## src/rtl/eq_match_tracker.sv

```systemverilog
// eq_match_tracker: lock/unlock hysteresis tracker placed after the eq2 comparator.
// It declares lock after LOCK_N consecutive equal samples. It drops lock after
// UNLOCK_N consecutive unequal samples while locked. It also keeps saturating
// run-length, longest-run and mismatch statistics.
//
// Ports
//   clk          in   system clock, rising edge
//   reset        in   synchronous active-high reset
//   clr          in   synchronous clear of FSM and statistics (same effect as reset)
//   in_valid     in   eq_in carries a sample this cycle
//   eq_in        in   comparator result, 1 = equal
//   locked       out  high in LOCKED and SLIP
//   lock_pulse   out  one-cycle strobe on SEARCH -> LOCKED
//   unlock_pulse out  one-cycle strobe on entry to SEARCH from LOCKED/SLIP
//   run_len      out  current consecutive-equal count (saturating)
//   max_run      out  largest run_len since reset/clr
//   miss_cnt     out  total unequal samples since reset/clr (saturating)
module eq_match_tracker #(
    parameter int unsigned LOCK_N   = 4,
    parameter int unsigned UNLOCK_N = 2,
    parameter int unsigned CW       = 8
) (
    input  logic          clk,
    input  logic          reset,
    input  logic          clr,
    input  logic          in_valid,
    input  logic          eq_in,
    output logic          locked,
    output logic          lock_pulse,
    output logic          unlock_pulse,
    output logic [CW-1:0] run_len,
    output logic [CW-1:0] max_run,
    output logic [CW-1:0] miss_cnt
);

    localparam int unsigned SW = (UNLOCK_N > 1) ? $clog2(UNLOCK_N + 1) : 1;
    localparam logic [CW-1:0] CNT_MAX = {CW{1'b1}};

    typedef enum logic [1:0] {
        ST_SEARCH,
        ST_LOCKED,
        ST_SLIP
    } state_e;

    state_e        state_q, state_d;
    logic [SW-1:0] slip_q, slip_d;
    logic [CW-1:0] run_q, run_d;
    logic [CW-1:0] max_q, max_d;
    logic [CW-1:0] miss_q, miss_d;
    logic          locked_q, locked_d;
    logic          lock_pulse_q, lock_pulse_d;
    logic          unlock_pulse_q, unlock_pulse_d;

    // Unsaturated increments so that saturation never hides a threshold hit.
    logic [CW:0]   run_inc;
    logic [SW:0]   slip_inc;

    assign run_inc  = {1'b0, run_q} + (CW+1)'(1);
    assign slip_inc = {1'b0, slip_q} + (SW+1)'(1);

    // Next-state, statistics and pulse generation.
    always_comb begin
        state_d        = state_q;
        slip_d         = slip_q;
        run_d          = run_q;
        max_d          = max_q;
        miss_d         = miss_q;
        lock_pulse_d   = 1'b0;
        unlock_pulse_d = 1'b0;

        if (in_valid) begin
            if (eq_in) begin
                run_d = (run_q == CNT_MAX) ? run_q : run_inc[CW-1:0];
            end else begin
                run_d  = '0;
                miss_d = (miss_q == CNT_MAX) ? miss_q : miss_q + CW'(1);
            end
            max_d = (run_d > max_q) ? run_d : max_q;

            case (state_q)
                ST_SEARCH: begin
                    if (eq_in && (run_inc == (CW+1)'(LOCK_N))) begin
                        state_d      = ST_LOCKED;
                        lock_pulse_d = 1'b1;
                    end
                end
                ST_LOCKED: begin
                    if (!eq_in) begin
                        if (UNLOCK_N == 1) begin
                            state_d        = ST_SEARCH;
                            slip_d         = '0;
                            unlock_pulse_d = 1'b1;
                        end else begin
                            state_d = ST_SLIP;
                            slip_d  = SW'(1);
                        end
                    end
                end
                ST_SLIP: begin
                    if (eq_in) begin
                        state_d = ST_LOCKED;
                        slip_d  = '0;
                    end else if (slip_inc == (SW+1)'(UNLOCK_N)) begin
                        state_d        = ST_SEARCH;
                        slip_d         = '0;
                        unlock_pulse_d = 1'b1;
                    end else begin
                        slip_d = slip_inc[SW-1:0];
                    end
                end
                default: begin
                    state_d = ST_SEARCH;
                    slip_d  = '0;
                end
            endcase
        end

        locked_d = (state_d != ST_SEARCH);
    end

    // State and output registers; clr behaves exactly like reset.
    always_ff @(posedge clk) begin
        if (reset || clr) begin
            state_q        <= ST_SEARCH;
            slip_q         <= '0;
            run_q          <= '0;
            max_q          <= '0;
            miss_q         <= '0;
            locked_q       <= 1'b0;
            lock_pulse_q   <= 1'b0;
            unlock_pulse_q <= 1'b0;
        end else begin
            state_q        <= state_d;
            slip_q         <= slip_d;
            run_q          <= run_d;
            max_q          <= max_d;
            miss_q         <= miss_d;
            locked_q       <= locked_d;
            lock_pulse_q   <= lock_pulse_d;
            unlock_pulse_q <= unlock_pulse_d;
        end
    end

    assign locked       = locked_q;
    assign lock_pulse   = lock_pulse_q;
    assign unlock_pulse = unlock_pulse_q;
    assign run_len      = run_q;
    assign max_run      = max_q;
    assign miss_cnt     = miss_q;

endmodule

```

## config.mk

```make
export PLATFORM = sky130hd
export DESIGN_NAME = eq_match_tracker
export DESIGN_NICKNAME = d
export VERILOG_FILES = /design/src/rtl/eq_match_tracker.sv
export SDC_FILE = /design/constraint.sdc
export NUM_CORES = 1
export LEC_CHECK = 0
export BUFFER_PORTS_ARGS = -buffer_cell sky130_fd_sc_hd__buf_4
export CAP_MARGIN = 40
export CORE_AREA = 4 4 62 64
export CTS_BUF_LIST = sky130_fd_sc_hd__clkbuf_4
export CTS_CLUSTER_DIAMETER = 80
export DETAILED_ROUTE_END_ITERATION = 8
export DIE_AREA = 0 0 66 68
export PLACE_DENSITY = 0.81
export SLEW_MARGIN = 20
export SYNTH_ARGS = -nofsm -noshare
export SYNTH_HDL_FRONTEND = slang
export SYNTH_SLANG_ARGS = --single-unit
```

## constraint.sdc

```tcl
create_clock -name clk -period 5.3 [get_ports clk]
set_input_delay 0.265 -clock clk [delete_from_list [all_inputs] [get_ports clk]]
set_output_delay 0.265 -clock clk [all_outputs]
set_load 0.1 [all_outputs]
```

# Word-level counts from Yosys, hierarchy flattened
# Cells that the tools add are included.
# word_totals
ff_bits	31
word_cells	48
output_inout_bits	27
# classes
bitwise_logic	5
muxes	15
addsub	3
reduce_logical	9
n_eq_ne	7
order_cmp	1
# op_table
op	count
8-bit 2-to-1 mux	3
8-bit equality test, second input constant	2
2-bit 2-to-1 mux	8
2-bit case mux with 3 select lines	2
8-bit by 1-bit adder with 9-bit output, second input constant	1
9-bit by 3-bit equality test with 1-bit output, second input constant	1
8-bit by 1-bit adder with 8-bit output, second input constant	1
8-bit greater-than comparator	1
3-bit AND reduction	2
1-bit inverter	5
4-bit OR reduction	1
2-bit by 1-bit adder with 3-bit output, second input constant	1
3-bit by 2-bit equality test with 1-bit output, second input constant	1
3-bit OR reduction	1
2-bit by 1-bit equality test with 1-bit output, second input constant	1
2-bit equality test, second input constant	1
2-bit logical NOT	1
1-bit 2-to-1 mux	2
2-bit inequality test, second input constant	1
2-bit AND reduction	1
2-bit nonzero test	1
1-bit logical AND	1
1-bit logical OR	1

# Logic depth before layout (Yosys ltp)
# depth
depth_word	7
ltp_mapped	13
ltp_nobuf	10

# Least setup slack after synthesis
# Ideal clock, no wire load.
# synth_path
path_kind	reg-to-reg
start	reg run_q[2] (netlist: run_len[2])
end	reg max_q[0] (netlist: max_run[0])
required_ns	5.230
stages_incl_launch_ff	12
t_arrival_ns	3.160
synth_period_minus_slack_ns	3.230
slack_ns	2.070
setup_ns	0.070
cell_sequence	dfxtp_1 > buf_6 > and4_1 > buf_6 > and4_4 > mux2i_2 > ha_1 > and4_1 > nand3b_1 > a21oi_1 > o211ai_1 > a21oi_1
# synth_between
elab_chain_len	6
word_cells_on_any_way	7
classes_between	1 x add/sub; 1 x order compare; 1 x eq/ne; 3 x mux; 1 x reduce/logical
# synth_lines
element	line_no	rtl
start: declaration	47	logic [CW-1:0] run_q, run_d;
start signal: assignment	135	run_q <= run_d;
8-bit by 1-bit adder with 9-bit output / 8-bit equality test (equally long branches)	58, 73	
8-bit 2-to-1 mux *	73	run_d = (run_q == CNT_MAX) ? run_q : run_inc[CW-1:0];
8-bit 2-to-1 mux *	72	if (eq_in) begin
8-bit 2-to-1 mux *	71	if (in_valid) begin
8-bit greater-than comparator	78	max_d = (run_d > max_q) ? run_d : max_q;
2-bit AND reduction (no source line)	-	
end signal: assignment	136	max_q <= max_d;
end: declaration	48	logic [CW-1:0] max_q, max_d;
# Mark *: on every way between the ends. The rest lies on a longest branch, timed or not. The select of a mux whose other input is x is not followed.
# A chain may end at the register's enable or synchronous reset.

# Worst setup path in the final report
# layout_path
start	reg run_q[0] (netlist: run_len[0])
end	reg max_q[6] (netlist: max_run[6])
# Same word-level chain as after synthesis.

==> metrics.txt <==
RSZ-0062 raised after global routing false; drt pass-1 iters 5; Slew @ Worst Pin 0.570 ns; R2R setup slack 2.11 ns; Hold Path Class in -> reg; 1st-iter DRT viols 178; dpl cell area 0.00213 sq mm; CTS Buf Count 5; Critical R2R Launch run_len[0]; largest net degree at the start of global routing 27; worst reg2reg path endpoint max_run[6]; number of synthesized register bits 31; TritonCTS clock tree yes; Post-CTS Setup Inserts 0; Tmin final 3.19 ns; hold_buf cts 0; global-route wire length before repair 7110 um; EDFF count, synth 0; CTS resizes 0; mux cell area share after synthesis 0.0545; WP buf/inv 0; Adder-Cell Fraction of Synth Area 0.0985; Yosys top cell by area dfxtp_1; Pwr Total 0.459 mW; critical path, cell by cell ha_1, and4_4, mux2i_2, ha_1, and4_1, nand3b_1, a21oi_1, o21ai_0, a21oi_1; Slew Limit Fails 0; GPL Wtd Cong 0.820; # nets final 276; dpl ws 2.19 ns; num ports 32; worst-path maximum fanout 11; final setup vio count 0; MaxCap Viol Count 0; fraction of layout cells with a size suffix above 1 0.183; Slowest-stage cell, CP dfxtp_1; Mean Syn Cell Area 8.29 sq um; xor-xnor portion of the synthesized cell area 0.0460; post-synth top area share 0.326; Chip Width 66 um; Die Ht 68 um; LEAKAGE 0.878 nW; Worst path depth 9; PnR worst setup slack 2.11 ns; Area Overhead vs Synth 15.8%; ranking of synthesized cells by area dfxtp_1 33%, ha_1 9.8%, a21oi_1 5.5%; Worst Hold Launch reset; Overflow after GRT 0; ys async rst share 0; simple-gate share of the synthesized area 0.241; vias in the first global route 1,585; post-synthesis sequential area ratio 0.326; Antenna Cells 0; Filler cells 283; DRC 0; yosys warns 0; core area 0.00328 sq mm; largest family of logic cells by synthesized area simple AND/OR/NAND/NOR gates; Syn Nets 250; final hold violations 0; Final TNS setup 0 ns; depth of the most critical reg-to-reg path 9; initial antenna violation count 0; Setup CP Type reg -> reg; most frequent cells in the layout 31 x buf_4, 31 x dfxtp_1, 21 x a21oi_1; area fraction in compound gates after synthesis 0.173; DRT antenna net count 0; cell count of the worst hold path 4; Hold Slack 0.258 ns; Worst-path clk slew 0.11 ns; CP peak stage delay 0.55 ns; CTS root buffer clkbuf_4; worst rel slew slack 0.620; clock skew 0.00527 ns; DIE AREA 0.00449 sq mm; IO Port Bufs 31; cell count after synthesis 230; clock buffer depth 2; Highest Clock Rate 314 MHz; critical path launch point type flop; status finished clean; period utilization 0.601; CP required 5.57 ns; Hold Path End locked; Clk Latency, worst-skew pair 0.34 ns; synthesized area 0.00191 sq mm; Power per Cell Area 208 mW/mm^2; final WL 4220 um; post-synth cell types 46; Worst VDD drop 0.122 mV; CTS sink count 31; crit-path leading delay family compound AO/OA/AOI/OAI gates; Worst Path Arrival 3.46 ns; Finished Cell Area 0.00221 sq mm; ys flop type dfxtp_1; CP endpoint kind flop; Std-Cell Rows 21; H-Tree Depth 2; post-DP HPWL 3000 um; via count 1,735; gr usage total 0.205; drt via density 5.73; routed len/inst 13.9 um; initial core utilization 0.580
[cells in the mapped netlist (2+ instances only)]
library cell	count
o21ai_1	4
dfxtp_1	31
xor2_1	5
ha_1	15
mux2i_1	9
a21oi_1	21
inv_1	14
buf_6	2
nand3_1	18
buf_2	4
xnor2_1	5
nor2b_1	2
clkbuf_1	5
and4_1	4
o211ai_1	3
nor3_1	2
nor2_1	20
or3_1	2
o31ai_1	3
and3_1	5
nand2_1	16
nand4_1	5
a21o_1	2
o21ai_0	11
[registers in the layout, indices dropped and copies added (netlist names)]
name,flops
max_run,8
miss_cnt,8
run_len,8
slip_q,2
state_q,2
lock_pulse,1
locked,1
unlock_pulse,1
[where the power goes]
part | leakage [nW] | switching, mW | internal (mW)
registers | 0.250 | 0.00174 | 0.234
clock network | 0.0426 | 0.0892 | 0.0969
logic | 0.586 | 0.0261 | 0.0111
[tightest hold or removal path, cell delays in order]
cell and delay (ns):
buf_4 0.08, nor2_1 0.09, o31ai_1 0.08, a21oi_1 0.04
[how the worst max path moves through the flow]
stage                          start          to  slack (ns)
after floorplan           run_len[2]  max_run[0]        2.07
after global placement    run_len[0]  max_run[6]        2.30
after detailed placement  run_len[0]  max_run[0]        2.19
after CTS                 run_len[0]  max_run[6]        2.16
after global routing      run_len[0]  max_run[4]        1.78
final                     run_len[0]  max_run[6]        2.11
[area by class of cell]
cell class              count  area [sq um]  share of cell area
multi-input cells         173          1170               0.529
clock buffers               5          37.5              0.0170
well taps                  46          57.6              0.0261
inverters                  14          52.6              0.0238
repair buffers             31           233               0.105
clock inverters             3          38.8              0.0176
flip-flops and latches     31           621               0.281
[stage by stage]
stage,instances,utilization
after global placement,295,0.649
after detailed placement,295,0.649
final,303,0.672
after global routing,303,0.672
after floorplan,230,-
after CTS,303,0.672
[metal layers]
metal	GRT usage	part of all wire	routed length (um)	up-vias
met4	0.0939	0.014	57	0
li1	-	-	-	872
met3	0.0411	0.062	261	9
met5	0	0	0	-
met2	0.337	0.47	1980	59
met1	0.260	0.46	1930	795
[kinds of logic (layout without fill, tap and decap cells)]
logic type,after synthesis,count (layout)
compound gates,54,54
xor+xnor,10,10
buf+inv,26,53
flops,31,31
mux,10,10
fa+ha+maj,15,15
simple gates,84,84
No activity file was read; power rests on OpenSTA's default activity.
